[src/rtl/pipe_hazard_unit.sv]
// Hazard, forwarding and stage-control unit for the 5-stage MIPS pipeline:
// ID forwarding selects, load-use / multi-cycle MD stalls, branch flush, debug freeze.
module pipe_hazard_unit #(
  parameter int ADDR_W     = 5,
  parameter int MD_LAT     = 4,
  parameter int DELAY_SLOT = 1,
  parameter int CNT_W      = 32
) (
  input  logic              clk,
  input  logic              rst,
  input  logic              debug_en,
  input  logic              debug_step,
  input  logic              id_rs_used,
  input  logic              id_rt_used,
  input  logic [ADDR_W-1:0] id_addr_rs,
  input  logic [ADDR_W-1:0] id_addr_rt,
  input  logic              id_is_store,
  input  logic              id_is_md,
  input  logic              id_redirect,
  input  logic [ADDR_W-1:0] exe_regw_addr,
  input  logic              exe_wb_wen,
  input  logic              exe_is_load,
  input  logic [ADDR_W-1:0] mem_regw_addr,
  input  logic              mem_wb_wen,
  input  logic              mem_is_load,
  input  logic              mem_is_store,
  input  logic [ADDR_W-1:0] mem_addr_rt,
  input  logic [ADDR_W-1:0] wb_regw_addr,
  input  logic              wb_wen,
  output logic [1:0]        fwd_a,
  output logic [1:0]        fwd_b,
  output logic              fwd_mem,
  output logic              if_rst,
  output logic              if_en,
  output logic              id_rst,
  output logic              id_en,
  output logic              exe_rst,
  output logic              exe_en,
  output logic              mem_rst,
  output logic              mem_en,
  output logic              wb_rst,
  output logic              wb_en,
  output logic              stall,
  output logic              md_busy,
  output logic [CNT_W-1:0]  stall_cnt,
  output logic [CNT_W-1:0]  flush_cnt
);

  // md_cnt counts the MD_BUSY cycles still to go after the current one
  localparam int MDW = (MD_LAT > 2) ? $clog2(MD_LAT - 1) : 1;
  localparam logic [MDW-1:0] MD_RELOAD = MDW'((MD_LAT > 1) ? (MD_LAT - 2) : 0);

  typedef enum logic [0:0] {
    IDLE    = 1'b0,
    MD_BUSY = 1'b1
  } state_t;

  state_t           state_r, state_next_s;
  logic [MDW-1:0]   md_cnt_r, md_cnt_next_s;
  logic [CNT_W-1:0] stall_cnt_r, flush_cnt_r;
  logic             debug_step_prev_r;

  logic             exe_a_s, exe_b_s, mem_a_s, mem_b_s;
  logic             load_stall_s, frozen_s;
  logic [1:0]       fwd_a_s, fwd_b_s;
  logic             fwd_mem_s;

  function automatic logic src_match(input logic used, input logic [ADDR_W-1:0] src,
                                     input logic [ADDR_W-1:0] dst, input logic wen);
    return used & (src != '0) & wen & (dst == src);
  endfunction

  assign frozen_s  = debug_en & ~(debug_step & ~debug_step_prev_r);
  assign md_busy   = (state_r == MD_BUSY);
  assign stall_cnt = stall_cnt_r;
  assign flush_cnt = flush_cnt_r;

  // Source matches against EXE/MEM destinations and the resulting forward selects.
  always_comb begin
    exe_a_s = src_match(id_rs_used, id_addr_rs, exe_regw_addr, exe_wb_wen);
    exe_b_s = src_match(id_rt_used, id_addr_rt, exe_regw_addr, exe_wb_wen);
    mem_a_s = src_match(id_rs_used, id_addr_rs, mem_regw_addr, mem_wb_wen);
    mem_b_s = src_match(id_rt_used, id_addr_rt, mem_regw_addr, mem_wb_wen);
    // a store's rt from an EXE load is patched in MEM via fwd_mem, so no stall
    load_stall_s = exe_is_load & (exe_a_s | (exe_b_s & ~id_is_store));
    fwd_mem_s = mem_is_store & (mem_addr_rt != '0) & wb_wen & (wb_regw_addr == mem_addr_rt);
    fwd_a_s = 2'd0;
    if (exe_a_s) begin
      fwd_a_s = exe_is_load ? 2'd0 : 2'd1;
    end else if (mem_a_s) begin
      fwd_a_s = mem_is_load ? 2'd3 : 2'd2;
    end else begin
      fwd_a_s = 2'd0;
    end
    fwd_b_s = 2'd0;
    if (exe_b_s) begin
      fwd_b_s = exe_is_load ? 2'd0 : 2'd1;
    end else if (mem_b_s) begin
      fwd_b_s = mem_is_load ? 2'd3 : 2'd2;
    end else begin
      fwd_b_s = 2'd0;
    end
  end

  // Stage controls and FSM next state, in priority reset > freeze > busy > load-use > flush.
  always_comb begin
    if_rst = 1'b0; id_rst = 1'b0; exe_rst = 1'b0; mem_rst = 1'b0; wb_rst = 1'b0;
    if_en  = 1'b1; id_en  = 1'b1; exe_en  = 1'b1; mem_en  = 1'b1; wb_en  = 1'b1;
    stall = 1'b0;
    fwd_a = fwd_a_s;
    fwd_b = fwd_b_s;
    fwd_mem = fwd_mem_s;
    state_next_s = state_r;
    md_cnt_next_s = md_cnt_r;
    if (!rst) begin
      if_rst = 1'b1; id_rst = 1'b1; exe_rst = 1'b1; mem_rst = 1'b1; wb_rst = 1'b1;
      fwd_a = 2'd0;
      fwd_b = 2'd0;
      fwd_mem = 1'b0;
    end else if (frozen_s) begin
      if_en = 1'b0; id_en = 1'b0; exe_en = 1'b0; mem_en = 1'b0; wb_en = 1'b0;
    end else begin
      case (state_r)
        MD_BUSY: begin
          if_en = 1'b0; id_en = 1'b0; exe_en = 1'b0;
          mem_rst = 1'b1;
          stall = 1'b1;
          if (md_cnt_r == '0) begin
            state_next_s = IDLE;
          end else begin
            md_cnt_next_s = md_cnt_r - MDW'(1);
          end
        end
        IDLE: begin
          if (load_stall_s) begin
            if_en = 1'b0; id_en = 1'b0;
            exe_rst = 1'b1;
            stall = 1'b1;
          end else begin
            if (id_is_md && (MD_LAT > 1)) begin
              state_next_s = MD_BUSY;
              md_cnt_next_s = MD_RELOAD;
            end else begin
              state_next_s = IDLE;
            end
            if ((DELAY_SLOT == 0) && id_redirect) begin
              if_rst = 1'b1;
            end else begin
              if_rst = 1'b0;
            end
          end
        end
        default: begin
          state_next_s = IDLE;
        end
      endcase
    end
  end

  // FSM, MD counter, step-edge history and saturating performance counters.
  always_ff @(posedge clk) begin
    if (!rst) begin
      state_r <= IDLE;
      md_cnt_r <= '0;
      stall_cnt_r <= '0;
      flush_cnt_r <= '0;
      debug_step_prev_r <= 1'b0;
    end else begin
      debug_step_prev_r <= debug_step;
      state_r <= state_next_s;
      md_cnt_r <= md_cnt_next_s;
      if (!frozen_s && stall && (stall_cnt_r != '1)) begin
        stall_cnt_r <= stall_cnt_r + CNT_W'(1);
      end
      if (!frozen_s && if_rst && (flush_cnt_r != '1)) begin
        flush_cnt_r <= flush_cnt_r + CNT_W'(1);
      end
    end
  end

endmodule

[config.mk]
export PLATFORM = sky130hd
export DESIGN_NAME = pipe_hazard_unit
export DESIGN_NICKNAME = d
export VERILOG_FILES = /design/src/rtl/pipe_hazard_unit.sv
export SDC_FILE = /design/constraint.sdc
export NUM_CORES = 1
export LEC_CHECK = 0
export CAP_MARGIN = 20
export CORE_MARGIN = 2
export CORE_UTILIZATION = 44
export CTS_CLUSTER_DIAMETER = 120
export DETAILED_ROUTE_END_ITERATION = 8
export PLACE_DENSITY = 0.8
export SETUP_SLACK_MARGIN = 0.02
export SLEW_MARGIN = 25
export SYNTH_ARGS = -nofsm -noshare
export SYNTH_HDL_FRONTEND = slang
export SYNTH_SLANG_ARGS = --single-unit
[constraint.sdc]
create_clock -name clk -period 2.7 [get_ports clk]
set_input_delay 0.27 -clock clk [delete_from_list [all_inputs] [get_ports clk]]
set_output_delay 0.27 -clock clk [all_outputs]
set_load 0.01 [all_outputs]
==> metrics.yaml, run 1 <==
place:
  io_buffers: 124
  place.gp.congestion: 0.844
  place_ws_ns: -0.127
  place_area_mm2: 0.00472
  dp_cells: 606
  hpwl_um: 7120
sta:
  fmax_mhz: 397
  drv_slew: 0
  period_needed_ns: 2.52
  final.setup.worst_slack_ns: 0.182
  relSlewSlack_pct: 59.3
  finalCritPeriodShare_pct: 93.2
  fin_worst_skew_ns: 0.00995
  rsz0062_at_grt: "true"
  tightest_slew_ns: 0.607
  setup_violations: 0
  hold_viol: 0
  fin_hold_ws_ns: 0.488
logic_synthesis:
  syn_avg_cell_area_um2: 8.65
  synth_area_mm2: 0.00331
  synth_edf_count: 0
  yosysTopAreaCellShare_pct: 41.2
  synth_ff_type: "dfxtp_1"
  synth_top_cell_by_area: "dfxtp_1"
  yosysSeqAreaShare_pct: 41.2
  synth_nets: 430
  synth.distinct_cells: 47
  synth_warnings: 0
  yosys-top-cells-count: "dfxtp_1 (68), and2_1 (33), nand2_1 (28)"
  synth_most_common_cell: "dfxtp_1"
  synthArstFlopShare_pct: 0
  synth-seq-cells: 68
  synthCells: 382
  synthTopCellsByArea: "dfxtp_1 (41%), and2_1 (6.2%), xnor2_1 (5.8%), nand4_1 (4.0%), a21oi_1 (3.8%)"
die:
  pin_count: 126
  die_y_um: 90.7
  die_area_mm2: 0.00822
  die_x_um: 90.7
  initial_core_util_pct: 45.6
  rows: 31
  fp.coreArea_mm2: 0.00725
cts:
  cts_tree: "built"
  clk_latency_ns: 0.35
  cts.path.max_buffers: 2
  cts.reportedPaths.clkPinSlew_ns: 0.07
  root_buffer: "clkbuf_8"
  cts-hold-fix-buffers: 0
  h-tree-depth: 3
  cts.sinks: 68
  cts_made_buffers: 9
min_path:
  hp-class: "flip-flop to flip-flop"
cells_and_area:
  nets: 568
  antenna_cells: 0
  syn2layout_area_growth_pct: 51.1
  final_layout_size_suffix_gt1_share_pct: 9.52
  fin_area_mm2: 0.00499
  stdcell_count: 624
setup_path:
  critical_path_required_ns: 2.43
  slowest_stage: "clkdlybuf4s50_1"
  crit_fanout: 2
  cp_cell_sequence: "clkdlybuf4s50_1 > buf_4 > xnor2_1 > nand4_1 > nor4_2 > nor2b_1 > clkdlybuf4s50_1"
  path_buf_inv: 3
  startpoint_type: "input pin"
  cp-end-kind: "primary output"
  ff2ff_setup_slack_ns: 0.37
  cpMostUsedCell: "clkdlybuf4s50_1"
  critPathKind: "input pin to primary output"
  critPathArrivalTime_ns: 2.25
  cp_top_family: "buffers and inverters"
  cp_slowest_stage_delay_ns: 0.56
routing:
  post_drt_wl_per_cell_um: 15.4
  post-route-drc-count: 0
  wirelength_um: 9600
  detail_route.vias_per_cell: 5.42
  first_pass_iters: 4
  vias: 3385
  drt_iter0_drc: 146
  ant_nets: 0
global_routing:
  grt_max_degree: 50
  grt_pass1_vias: 3155
  grt_overflow: 0
  antenna_found_initial: 0
  grt_usage_pct: 23.2
  grt_pass1_wl_um: 15400
run_status:
  status: "finished, final reports clean"
run:
  drv_cap: 0
pwr:
  cellPowerDensity_mw_per_mm2: 460
  vdd_ir_drop_max_mv: 0.384
  leakage_uw: 0.00173
[metrics by stage]
stage / TNS (ns) / utilization [%] / total power, µW
global route: -0.000958 / 68.9 / 2390
global placement: -0.245 / 65.1 / 1290
detailed placement: -0.691 / 65.1 / 1300
CTS: 0 / 68.7 / 2310
finish: 0 / 68.9 / 2300
floorplan: 0 / - / 1150
[layout by cell type, fill, tap and decap left out, types with 2 or more instances in the layout]
cell / netlist / routed
nand2_1: 28 / 28
nand4_1: 21 / 21
nand2b_1: 5 / 5
a311oi_1: 2 / 2
xor2_1: 2 / 2
a31oi_1: 3 / 3
dfxtp_1: 68 / 68
bufinv_16: 0 / 3
and4_1: 2 / 2
o211ai_1: 7 / 7
clkbuf_8: 0 / 9
or4_1: 12 / 11
inv_1: 9 / 9
nor3_1: 7 / 7
a21oi_1: 25 / 25
o31ai_1: 16 / 16
or3_1: 14 / 14
clkinvlp_4: 0 / 2
nand3_1: 14 / 14
and3_1: 5 / 5
ha_1: 3 / 3
buf_4: 5 / 23
and2_1: 33 / 33
inv_6: 0 / 2
clkdlybuf4s50_1: 0 / 115
mux2i_1: 2 / 2
o21ai_2: 2 / 3
dlymetal6s2s_1: 0 / 2
and4_4: 2 / 2
o21ai_0: 4 / 4
nor4_1: 6 / 5
nor2_1: 19 / 19
o21ai_1: 12 / 11
dlygate4sd2_1: 0 / 7
nand4b_1: 2 / 2
xnor2_1: 22 / 22
[report_power, final]
part	total, µW	internal (µW)	switching [µW]
Clock	1030	619	407
Sequential	1010	1010	5.10
Combinational	261	135	126
[final cells by class]
type,instances,area [µm²]
fill,592,2260
multi-input combinational,285,1820
timing repair buffer,147,1410
sequential,68,1360
clock buffer,9,124
tap,99,124
clock inverter,7,123
inverter,9,33.8
[sequential cells by signal, summed over array words and instances (netlist names)]
name and count:
debug_step_prev_r 1, flush_cnt 32, md_busy 1, md_cnt_r 2, stall_cnt 32
[what timing repair did]
item | 4_1_cts | 5_1_grt
setup endpoints to repair | 6 | 3
resized for setup | 10 | 2
pin swaps | 1 | 2
buffers inserted | 1 | 1
[path summary, 6_finish.rpt]
check / startpoint / to / cells past startpoint
hold / removal: flush_cnt[28]$_SDFFE_PN0P_ / flush_cnt[28]$_SDFFE_PN0P_ / 2
setup / recovery: id_addr_rt[1] / fwd_b[1] / 7
setup reg to reg: stall_cnt[1]$_SDFFE_PN0P_ / stall_cnt[20]$_SDFFE_PN0P_ / 7
hold reg to reg: flush_cnt[28]$_SDFFE_PN0P_ / flush_cnt[28]$_SDFFE_PN0P_ / 2
[cell families after synthesis]
kind of cell / count (synthesis) / synth area share [%]
DFF: 68 / 41.2
adders and majority gates: 3 / 1.14
xor gates and xnor gates: 24 / 6.36
AOI/OAI and AO/OA: 83 / 16.6
muxes: 2 / 0.606
buffers and inverters: 29 / 4.20
and+or+nand+nor: 173 / 29.9
[routing by layer]
metal / vias up / track usage, % / part of all wire [%]
li1: 1689 / - / -
met1: 1548 / 28.8 / 42
met4: 0 / 10.5 / 1.8
met5: - / 0 / 0
met2: 133 / 36.9 / 46
met3: 15 / 7.26 / 9.4
[worst register-to-register path, stage by stage (launching register included)]
cell and delay, ns:
dfxtp_1 0.43, ha_1 0.23, and2_1 0.18, and4_4 0.26
nand2_1 0.23, or3_1 0.45, or3_1 0.34, a21oi_1 0.14
(Power assumes the default switching activity.)
==> inputs of run 2 (changes only) <==
- CTS_CLUSTER_DIAMETER: 120 -> 50
- MAX_ROUTING_LAYER: not set -> met4
==> metrics.yaml, run 2 (synthesis results as in run 1) <==
cts:
  cts-hold-fix-buffers: 0
  cts_made_buffers: 9
  cts.path.max_buffers: 2
  cts.sinks: 68
  cts_tree: "built"
  root_buffer: "clkbuf_8"
  cts.reportedPaths.clkPinSlew_ns: 0.07
  clk_latency_ns: 0.35
  h-tree-depth: 3
pwr:
  seqPwrFrac_pct: 44.0
  combPwrFrac_pct: 11.3
  vdd_ir_drop_max_mv: 0.382
  power.switching_uw: 538
  intPower_uw: 1760
  cellPowerDensity_mw_per_mm2: 460
  leakage_uw: 0.00173
  power.share.clock_pct: 44.6
  switching_share_pct: 23.4
cells_and_area:
  fin_area_mm2: 0.00499
  final_layout_size_suffix_gt1_share_pct: 9.52
  n_fill_cell: 592
  post-route-util_pct: 68.9
  syn2layout_area_growth_pct: 51.1
  layout_commonest_cell: "clkdlybuf4s50_1"
  final_cell_mix: "clkdlybuf4s50_1 (115), dfxtp_1 (68), and2_1 (33)"
  antenna_cells: 0
  stdcell_count: 624
  nets: 568
sta:
  tightest_slew_ns: 0.602
  drv_slew: 0
  period_needed_ns: 2.52
  fin_worst_skew_ns: 0.00922
  finalCritPeriodShare_pct: 93.3
  hold_viol: 0
  fin_hold_ws_ns: 0.490
  setup_violations: 0
  fmax_mhz: 397
  setup-tns-final_ns: 0
  rsz0062_at_grt: "true"
  relSlewSlack_pct: 59.6
die:
  die_x_um: 90.7
  die_area_mm2: 0.00822
  rows: 31
  pin_count: 126
  initial_core_util_pct: 45.6
  fp.coreArea_mm2: 0.00725
  die_y_um: 90.7
setup_path:
  path_buf_inv: 4
  cpMostUsedCell: "buf_4"
  critical_path_required_ns: 2.43
  reg2regPathDepth: 7
  slowest_stage: "clkdlybuf4s50_1"
  cp_slowest_stage_delay_ns: 0.46
  critPathArrivalTime_ns: 2.25
  startpoint_type: "input pin"
  cp_cell_sequence: "clkdlybuf4s50_1 > buf_4 > xnor2_1 > nand4_1 > buf_4 > nor4_4 > o21ai_2 > o31ai_1 > dlygate4sd2_1"
  cp-end-kind: "primary output"
  cp_num_cells: 9
  cp_top_family: "buffers and inverters"
  critPathKind: "input pin to primary output"
  crit_fanout: 3
global_routing:
  grt_pass1_vias: 3147
  grt_pass1_wl_um: 15400
  antenna_found_initial: 0
  grt_usage_pct: 23.8
  grt_overflow: 0
  grt_max_degree: 50
routing:
  first_pass_iters: 4
  drt_iter0_drc: 162
  post-route-drc-count: 0
  vias: 3405
  post_drt_wl_per_cell_um: 15.4
  wirelength_um: 9630
  ant_nets: 0
  detail_route.vias_per_cell: 5.46
place:
  io_buffers: 124
  place_area_mm2: 0.00472
  hpwl_um: 7120
  place.gp.congestion: 0.857
  dp_cells: 606
min_path:
  hp-class: "flip-flop to flip-flop"
  hold_depth: 2
run:
  drv_cap: 0
run_status:
  status: "finished, final reports clean"
==> run 2: cell counts in the layout (fill, tap and decap cells not counted) <==
No cell type changed its count.
==> run 2: path summary, 6_finish.rpt <==
| kind | slack, ns | startpoint | endpoint |
|---|---|---|---|
| worst max register to register | 0.36 | stall_cnt[1]$_SDFFE_PN0P_ | stall_cnt[20]$_SDFFE_PN0P_ |
| worst min-delay path | 0.49 | flush_cnt[28]$_SDFFE_PN0P_ | flush_cnt[28]$_SDFFE_PN0P_ |
| worst max-delay path | 0.18 | id_addr_rt[1] | exe_rst |
| worst min register to register | 0.49 | flush_cnt[28]$_SDFFE_PN0P_ | flush_cnt[28]$_SDFFE_PN0P_ |
==> run 2: layer usage <==
layer  part of all wire, %  GRT usage, %  vias up
li1                      -             -     1687
met1                    44          30.0     1569
met2                    46          36.8      132
met3                   7.7          6.01       17
met4                   1.9          9.36        0
met5                     0             -        -
==> run 2: timing repair <==
action | 4_1_cts | 5_1_grt
hold endpoints to repair | 0 | 0
setup buffers | 1 | 1
resized for setup | 10 | 2
setup endpoints to repair | 6 | 3
pin swaps | 1 | 2
==> run 2: per-stage QoR <==
stage	total power (µW)	setup WS, ns
CTS	2310	0.0526
global placement	1290	-0.0750
detailed placement	1300	-0.127
floorplan	1150	0.533
global route	2390	-0.000958
finish	2300	0.181
==> run 2: power groups by stage <==
stage / logic [µW] / registers, µW / clock network, µW
after floorplan: 116 / 1040 / 0
after global placement: 256 / 1040 / 0
after detailed placement: 260 / 1040 / 0
after CTS: 260 / 1010 / 1040
after global routing: 283 / 1010 / 1090
final: 261 / 1010 / 1030
==> run 2: cell type report <==
| type | instances | area [µm²] | area share (%) |
|---|---|---|---|
| inverter | 9 | 33.8 | 0.676 |
| tap | 99 | 124 | 2.48 |
| clock buffer | 9 | 124 | 2.48 |
| sequential | 68 | 1360 | 27.3 |
| multi-input combinational | 285 | 1820 | 36.4 |
| timing repair buffer | 147 | 1410 | 28.2 |
| clock inverter | 7 | 123 | 2.45 |
==> run 2: worst min-delay path, delay by kind of cell (launching register included) <==
kind            cells  cell delay [ns]
compound gates      1             0.05
flops               1             0.34
simple gates        1             0.07
